==> src/rtl/tof_range_poller.sv <==
// Periodic VL53L0X range poller: launches a 12-byte result-block read, drains the
// read FIFO and publishes range/status. Optional macro TOF_STATUS_CHECK_EN rejects bad status.
module tof_range_poller #(
  parameter int unsigned POLL_CYCLES    = 27000,
  parameter int unsigned TIMEOUT_CYCLES = 270000,
  parameter logic [6:0]  DEV_ADDR       = 7'h29,
  parameter logic [7:0]  RESULT_REG     = 8'h14
) (
  input  logic        clk,
  input  logic        reset,
  input  logic        enable,
  output logic        rd_start,
  output logic [6:0]  rd_dev_address,
  output logic [7:0]  rd_reg_address,
  output logic [3:0]  rd_byte_width,
  input  logic        rd_done,
  input  logic        rd_failure,
  output logic        fifo_rd_en,
  input  logic [7:0]  fifo_data,
  input  logic        fifo_empty,
  input  logic        fifo_valid,
  output logic [15:0] range_mm,
  output logic [3:0]  range_status,
  output logic        range_valid,
  output logic [7:0]  error_count,
  output logic        busy
);

  localparam logic [3:0] LastIdx     = 4'd11;
  localparam logic [3:0] StatusValid = 4'd11;

  typedef enum logic [2:0] {
    StIdle, StStart, StWait, StPop, StCapture, StPublish, StFlush, StError
  } state_e;

  state_e      state_q, state_d;
  logic [31:0] poll_q, poll_d;
  logic [31:0] tmo_q, tmo_d;
  logic [3:0]  idx_q, idx_d;
  logic [3:0]  status_sh_q, status_sh_d;
  logic [7:0]  range_hi_q, range_hi_d;
  logic [15:0] range_mm_q, range_mm_d;
  logic [3:0]  range_status_q, range_status_d;
  logic        range_valid_q, range_valid_d;
  logic [7:0]  err_q, err_d;
  logic        flush_wait_q, flush_wait_d;
  logic        status_ok;
  logic [7:0]  err_inc;

`ifdef TOF_STATUS_CHECK_EN
  assign status_ok = (status_sh_q == StatusValid);
`else
  assign status_ok = 1'b1;
`endif

  assign err_inc = (err_q == 8'hFF) ? err_q : err_q + 8'd1;

  always_comb begin
    state_d        = state_q;
    poll_d         = poll_q;
    tmo_d          = tmo_q;
    idx_d          = idx_q;
    status_sh_d    = status_sh_q;
    range_hi_d     = range_hi_q;
    range_mm_d     = range_mm_q;
    range_status_d = range_status_q;
    range_valid_d  = 1'b0;
    err_d          = err_q;
    flush_wait_d   = flush_wait_q;
    rd_start       = 1'b0;
    fifo_rd_en     = 1'b0;

    case (state_q)
      StIdle: begin
        if (!enable) begin
          poll_d = '0;
        end else if (poll_q == POLL_CYCLES - 1) begin
          poll_d  = '0;
          state_d = StStart;
        end else begin
          poll_d = poll_q + 32'd1;
        end
      end
      StStart: begin
        rd_start = 1'b1;
        tmo_d    = '0;
        state_d  = StWait;
      end
      StWait: begin
        if (rd_failure) begin
          state_d = StError;
        end else if (rd_done) begin
          state_d = StPop;
        end else if (tmo_q == TIMEOUT_CYCLES - 1) begin
          state_d = StError;
        end else begin
          tmo_d = tmo_q + 32'd1;
        end
      end
      StPop: begin
        // The index never exceeds 11 here, so an empty FIFO is always a short read.
        if (fifo_empty) begin
          state_d = StError;
        end else begin
          fifo_rd_en = 1'b1;
          tmo_d      = '0;
          state_d    = StCapture;
        end
      end
      StCapture: begin
        if (fifo_valid) begin
          case (idx_q)
            4'd0:  status_sh_d = fifo_data[6:3];
            4'd10: range_hi_d  = fifo_data;
            4'd11: begin
              // Outputs load here so they are visible during the PUBLISH cycle.
              if (status_ok) begin
                range_mm_d     = {range_hi_q, fifo_data};
                range_status_d = status_sh_q;
                range_valid_d  = 1'b1;
              end
            end
            default: ;
          endcase
          idx_d   = idx_q + 4'd1;
          state_d = (idx_q == LastIdx) ? StPublish : StPop;
        end else if (tmo_q == TIMEOUT_CYCLES - 1) begin
          state_d = StError;
        end else begin
          tmo_d = tmo_q + 32'd1;
        end
      end
      StPublish: begin
        if (!status_ok) err_d = err_inc;
        idx_d        = '0;
        status_sh_d  = '0;
        range_hi_d   = '0;
        flush_wait_d = 1'b0;
        state_d      = StFlush;
      end
      StFlush: begin
        // Alternate pop / skip so only one pop is ever outstanding.
        if (flush_wait_q) begin
          flush_wait_d = 1'b0;
        end else if (fifo_empty) begin
          state_d = StIdle;
        end else begin
          fifo_rd_en   = 1'b1;
          flush_wait_d = 1'b1;
        end
      end
      StError: begin
        err_d        = err_inc;
        idx_d        = '0;
        status_sh_d  = '0;
        range_hi_d   = '0;
        flush_wait_d = 1'b0;
        state_d      = StFlush;
      end
      default: state_d = StIdle;
    endcase
  end

  always_ff @(posedge clk) begin
    if (reset) begin
      state_q        <= StIdle;
      poll_q         <= '0;
      tmo_q          <= '0;
      idx_q          <= '0;
      status_sh_q    <= '0;
      range_hi_q     <= '0;
      range_mm_q     <= '0;
      range_status_q <= '0;
      range_valid_q  <= 1'b0;
      err_q          <= '0;
      flush_wait_q   <= 1'b0;
    end else begin
      state_q        <= state_d;
      poll_q         <= poll_d;
      tmo_q          <= tmo_d;
      idx_q          <= idx_d;
      status_sh_q    <= status_sh_d;
      range_hi_q     <= range_hi_d;
      range_mm_q     <= range_mm_d;
      range_status_q <= range_status_d;
      range_valid_q  <= range_valid_d;
      err_q          <= err_d;
      flush_wait_q   <= flush_wait_d;
    end
  end

  assign rd_dev_address = DEV_ADDR;
  assign rd_reg_address = RESULT_REG;
  assign rd_byte_width  = 4'd12;
  assign range_mm       = range_mm_q;
  assign range_status   = range_status_q;
  assign range_valid    = range_valid_q;
  assign error_count    = err_q;
  assign busy           = (state_q != StIdle);

endmodule

==> config.mk <==
export PLATFORM = sky130hd
export DESIGN_NAME = tof_range_poller
export DESIGN_NICKNAME = d
export VERILOG_FILES = /design/src/rtl/tof_range_poller.sv
export SDC_FILE = /design/constraint.sdc
export NUM_CORES = 1
export LEC_CHECK = 0
export BUFFER_PORTS_ARGS = -buffer_cell sky130_fd_sc_hd__clkbuf_2
export CAP_MARGIN = 10
export CELL_PAD_IN_SITES_DETAIL_PLACEMENT = 0
export CELL_PAD_IN_SITES_GLOBAL_PLACEMENT = 1
export CORE_UTILIZATION = 44
export CTS_CLUSTER_SIZE = 24
export DETAILED_ROUTE_END_ITERATION = 16
export PLACE_DENSITY = 0.85
export SYNTH_ARGS = -nofsm -noshare
export SYNTH_HDL_FRONTEND = slang
export SYNTH_SLANG_ARGS = --single-unit
==> constraint.sdc <==
create_clock -name clk -period 3.16 [get_ports clk]
set_clock_uncertainty 0.2 [all_clocks]
set_input_delay 0.79 -clock clk [delete_from_list [all_inputs] [get_ports clk]]
set_output_delay 0.79 -clock clk [all_outputs]
set_load 0.005 [all_outputs]
==> metrics.md <==
| Metric | Value |
|---|---|
| Post-synth ARST share | `0` |
| Distinct cells, synth | `63` |
| Cts bufs inserted | `17` |
| Unrepaired setup endpoints after global routing | `false` |
| Commonest non-fill, non-tap cell in the layout | `dfxtp_1` |
| Pint | `3.057 mW` |
| Post-Synth Adder-Cell Area | `0.01330` |
| Pre-antenna DRT Iters | `5` |
| Max Buffers Root-to-Sink | `2` |
| Clock power share | `0.462` |
| IO buf count | `46` |
| IO Count | `66` |
| Worst-path fanout max | `14` |
| Post-Synth XOR/XNOR Area | `0.04654` |
| N_diodes | `0` |
| Worst r2r src | `state_q[0]` |
| Hold path cells | `2` |
| P per Cell Area | `662.4 nW/um^2` |
| CTS tree | `built` |
| Die X | `115.3 um` |
| DR WL/cell | `14.77 um` |
| H-tree lvl count | `4` |
| Detail Route Antenna Nets | `0` |
| Starting Density | `0.4492` |
| Sequential share of power | `0.359` |
| Min cycle time layout | `2.974 ns` |
| Clock latency on the worst-skew pair | `0.42 ns` |
| Hpwl dp | `9261 um` |
| WP data required | `2.17 ns` |
| Hold WC Path Type | `reg2reg` |
| Hold_buf cts | `0` |
| Core area | `12,570 sq um` |
| Global-route usage over all layers | `0.2205` |
| Crit path from | `state_q[0]` |
| Layout net count | `760` |
| Reg clk slew, reported paths | `0.06 ns` |
| Vias in the first global route | `4,777` |
| Cells after Synth | `694` |
| Complex-gate fraction of the synthesized area | `0.1729` |
| Fraction of synthesized area in multiplexers | `0.01418` |
| Maximum number of pins on one net before global-route repair | `37` |
| Combinational fraction of design power | `0.179` |
| Commonest non-fill, non-tap cells in the layout | `113 x dfxtp_1, 104 x nand2_1, 64 x a21oi_1` |
| Synthesis Warnings | `0` |
| Pwr Total | `4.365 mW` |
| Post-Route WL | `13,640 um` |
| Fill cells | `1,197` |
| Synthesized area | `5645 sq um` |
| Setup bufs post-CTS | `0` |
| Worst Hold Launch | `range_hi_q[0]` |
| P&R area growth vs syn | `16.71%` |
| Number of max-cap violations | `0` |
| Final WS setup | `0.1856 ns` |
| Worst slack at placement | `-0.07558 ns` |
| Syn_area_per_cell | `8.135 sq um` |
| Sw frac | `0.2997` |
| Final Wtd Congestion | `0.8501` |
| Fraction of layout cells with a size suffix above 1 | `0.1372` |
| WS Path Type | `reg2out` |
| Fin. max-slew vios | `0` |
| LEAKAGE | `2.338 nW` |
| Slew @ Worst Pin | `1.122 ns` |
| Relative slew slack | `0.2505` |
| Clock Tree Root | `clkbuf_16` |
| Iteration-0 DRC Markers | `434` |
| Worst VDD drop | `439.0 uV` |
| Primary FF master, synth | `dfxtp_1` |
| Vias post-DR | `5,224` |
| Max Freq | `336.2 MHz` |
| Post-synth EDFFs | `0` |
| Final hold violation count | `0` |
| Register-to-Register Path Depth | `4` |
| Die Y | `115.3 um` |
| Aggregate global routing overflow | `0` |
| Worst Setup Start Kind | `flip-flop` |
| Sequential share of the synthesized area | `0.4007` |
| # DRC | `0` |
| Clk sinks | `113` |
| First-pass GRT wire length | `22,970 um` |
| Largest family of logic cells by synthesized area | `simple AND/OR/NAND/NOR gates` |
| Outcome | `finished, final reports clean` |
| Sw Pwr | `1.308 mW` |
| # setup viols final | `0` |
| Synth Area in Simple Gates | `0.2965` |
| Die ar. | `13,290 sq um` |
| Post-CTS Resized | `0` |
| DR vias/cell | `5.660` |
| Critical path arrival | `1.98 ns` |
| Initial antenna violation count | `0` |
| FP Rows | `41` |
| Yosys reg bits | `113` |
| Final period util | `0.9413` |
| Crit. End Element | `primary output` |
==> power groups by stage <==
stage / logic, mW / registers [mW] / clock network (mW)
after CTS: 0.784 / 1.56 / 2.04
final: 0.781 / 1.57 / 2.02
after global placement: 0.766 / 1.59 / 0
after detailed placement: 0.778 / 1.59 / 0
after global routing: 0.869 / 1.58 / 2.11
after floorplan: 0.649 / 1.53 / 0
==> critical path, stage by stage, from the launching register on <==
cell      delay, ns
dfxtp_1        0.48
nor3_2         0.64
inv_2          0.26
clkbuf_2       0.18
==> cell families after synthesis <==
group | count (synthesis)
mux | 8
simple gates | 323
buf+inv | 59
flops | 113
other cells | 2
xor+xnor | 30
fa+ha+maj | 6
compound gates | 153
==> cell usage after synthesis, drive strengths merged (4+ instances only) <==
cell type | instances | area (sq um)
a311oi | 5 | 43.79
o21ai | 29 | 148.9
a41oi | 5 | 43.79
nor3 | 17 | 90.09
nand3 | 38 | 190.2
nand4 | 19 | 118.9
or3 | 19 | 118.9
xnor2 | 16 | 140.1
a21oi | 64 | 320.3
o31ai | 4 | 30.03
xor2 | 14 | 122.6
a22o | 8 | 70.07
and2 | 7 | 43.79
nand2b | 6 | 37.54
dfxtp | 113 | 2262
clkbuf | 24 | 90.09
nor4 | 10 | 68.81
a31oi | 19 | 118.9
buf | 24 | 176.4
inv | 11 | 41.29
or4 | 4 | 33.78
mux2i | 8 | 80.08
ha | 6 | 75.07
nor4b | 4 | 35.03
nand4b | 5 | 50.04
nor2 | 50 | 187.7
nand2 | 104 | 390.4
and4 | 10 | 87.58
and3 | 15 | 93.84
==> layer usage <==
layer	wire (um)	global-route usage	vias up
li1	-	-	2595
met1	6395	0.2913	2493
met2	6426	0.3410	120
met3	628	0.05746	16
met4	187	0.09264	0
met5	0	0	-
==> registers in the layout (all words and copies together), names as in the netlist <==
signal,count
range_status,4
range_valid,1
flush_wait_q,1
status_sh_q,4
idx_q,4
error_count,8
poll_q,32
range_hi_q,8
state_q,3
range_mm,16
tmo_q,32
==> worst paths after layout <==
kind                 end  slack [ns]
max                 busy        0.19
max reg2reg    tmo_q[28]        0.27
min          range_mm[8]        0.25
min reg2reg  range_mm[8]        0.25
==> per-stage QoR <==
step / TNS, ns / area [sq um] / hold WS (ns) / cells / utilization
2_1_floorplan: 0 / 5709 / 0.2315 / 711 / -
3_3_place_gp: 0 / 5971 / 0.2373 / 892 / 0.4751
3_5_place_dp: -0.2046 / 5971 / 0.2445 / 892 / 0.4751
4_1_cts: 0 / 6589 / 0.2501 / 923 / 0.5242
5_1_grt: 0 / 6589 / 0.2735 / 923 / 0.5242
6_report: 0 / 6589 / 0.2510 / 923 / 0.5242
==> area by class of cell <==
cell class	count	area [sq um]	area share
flip-flops and latches	113	2262	0.3433
well taps	172	215.2	0.03266
repair buffers	57	312.8	0.04747
inverters	11	41.29	0.006267
clock buffers	20	456.7	0.06931
multi-input cells	539	3139	0.4765
clock inverters	11	161.4	0.02450
(Power assumes the default switching activity.)
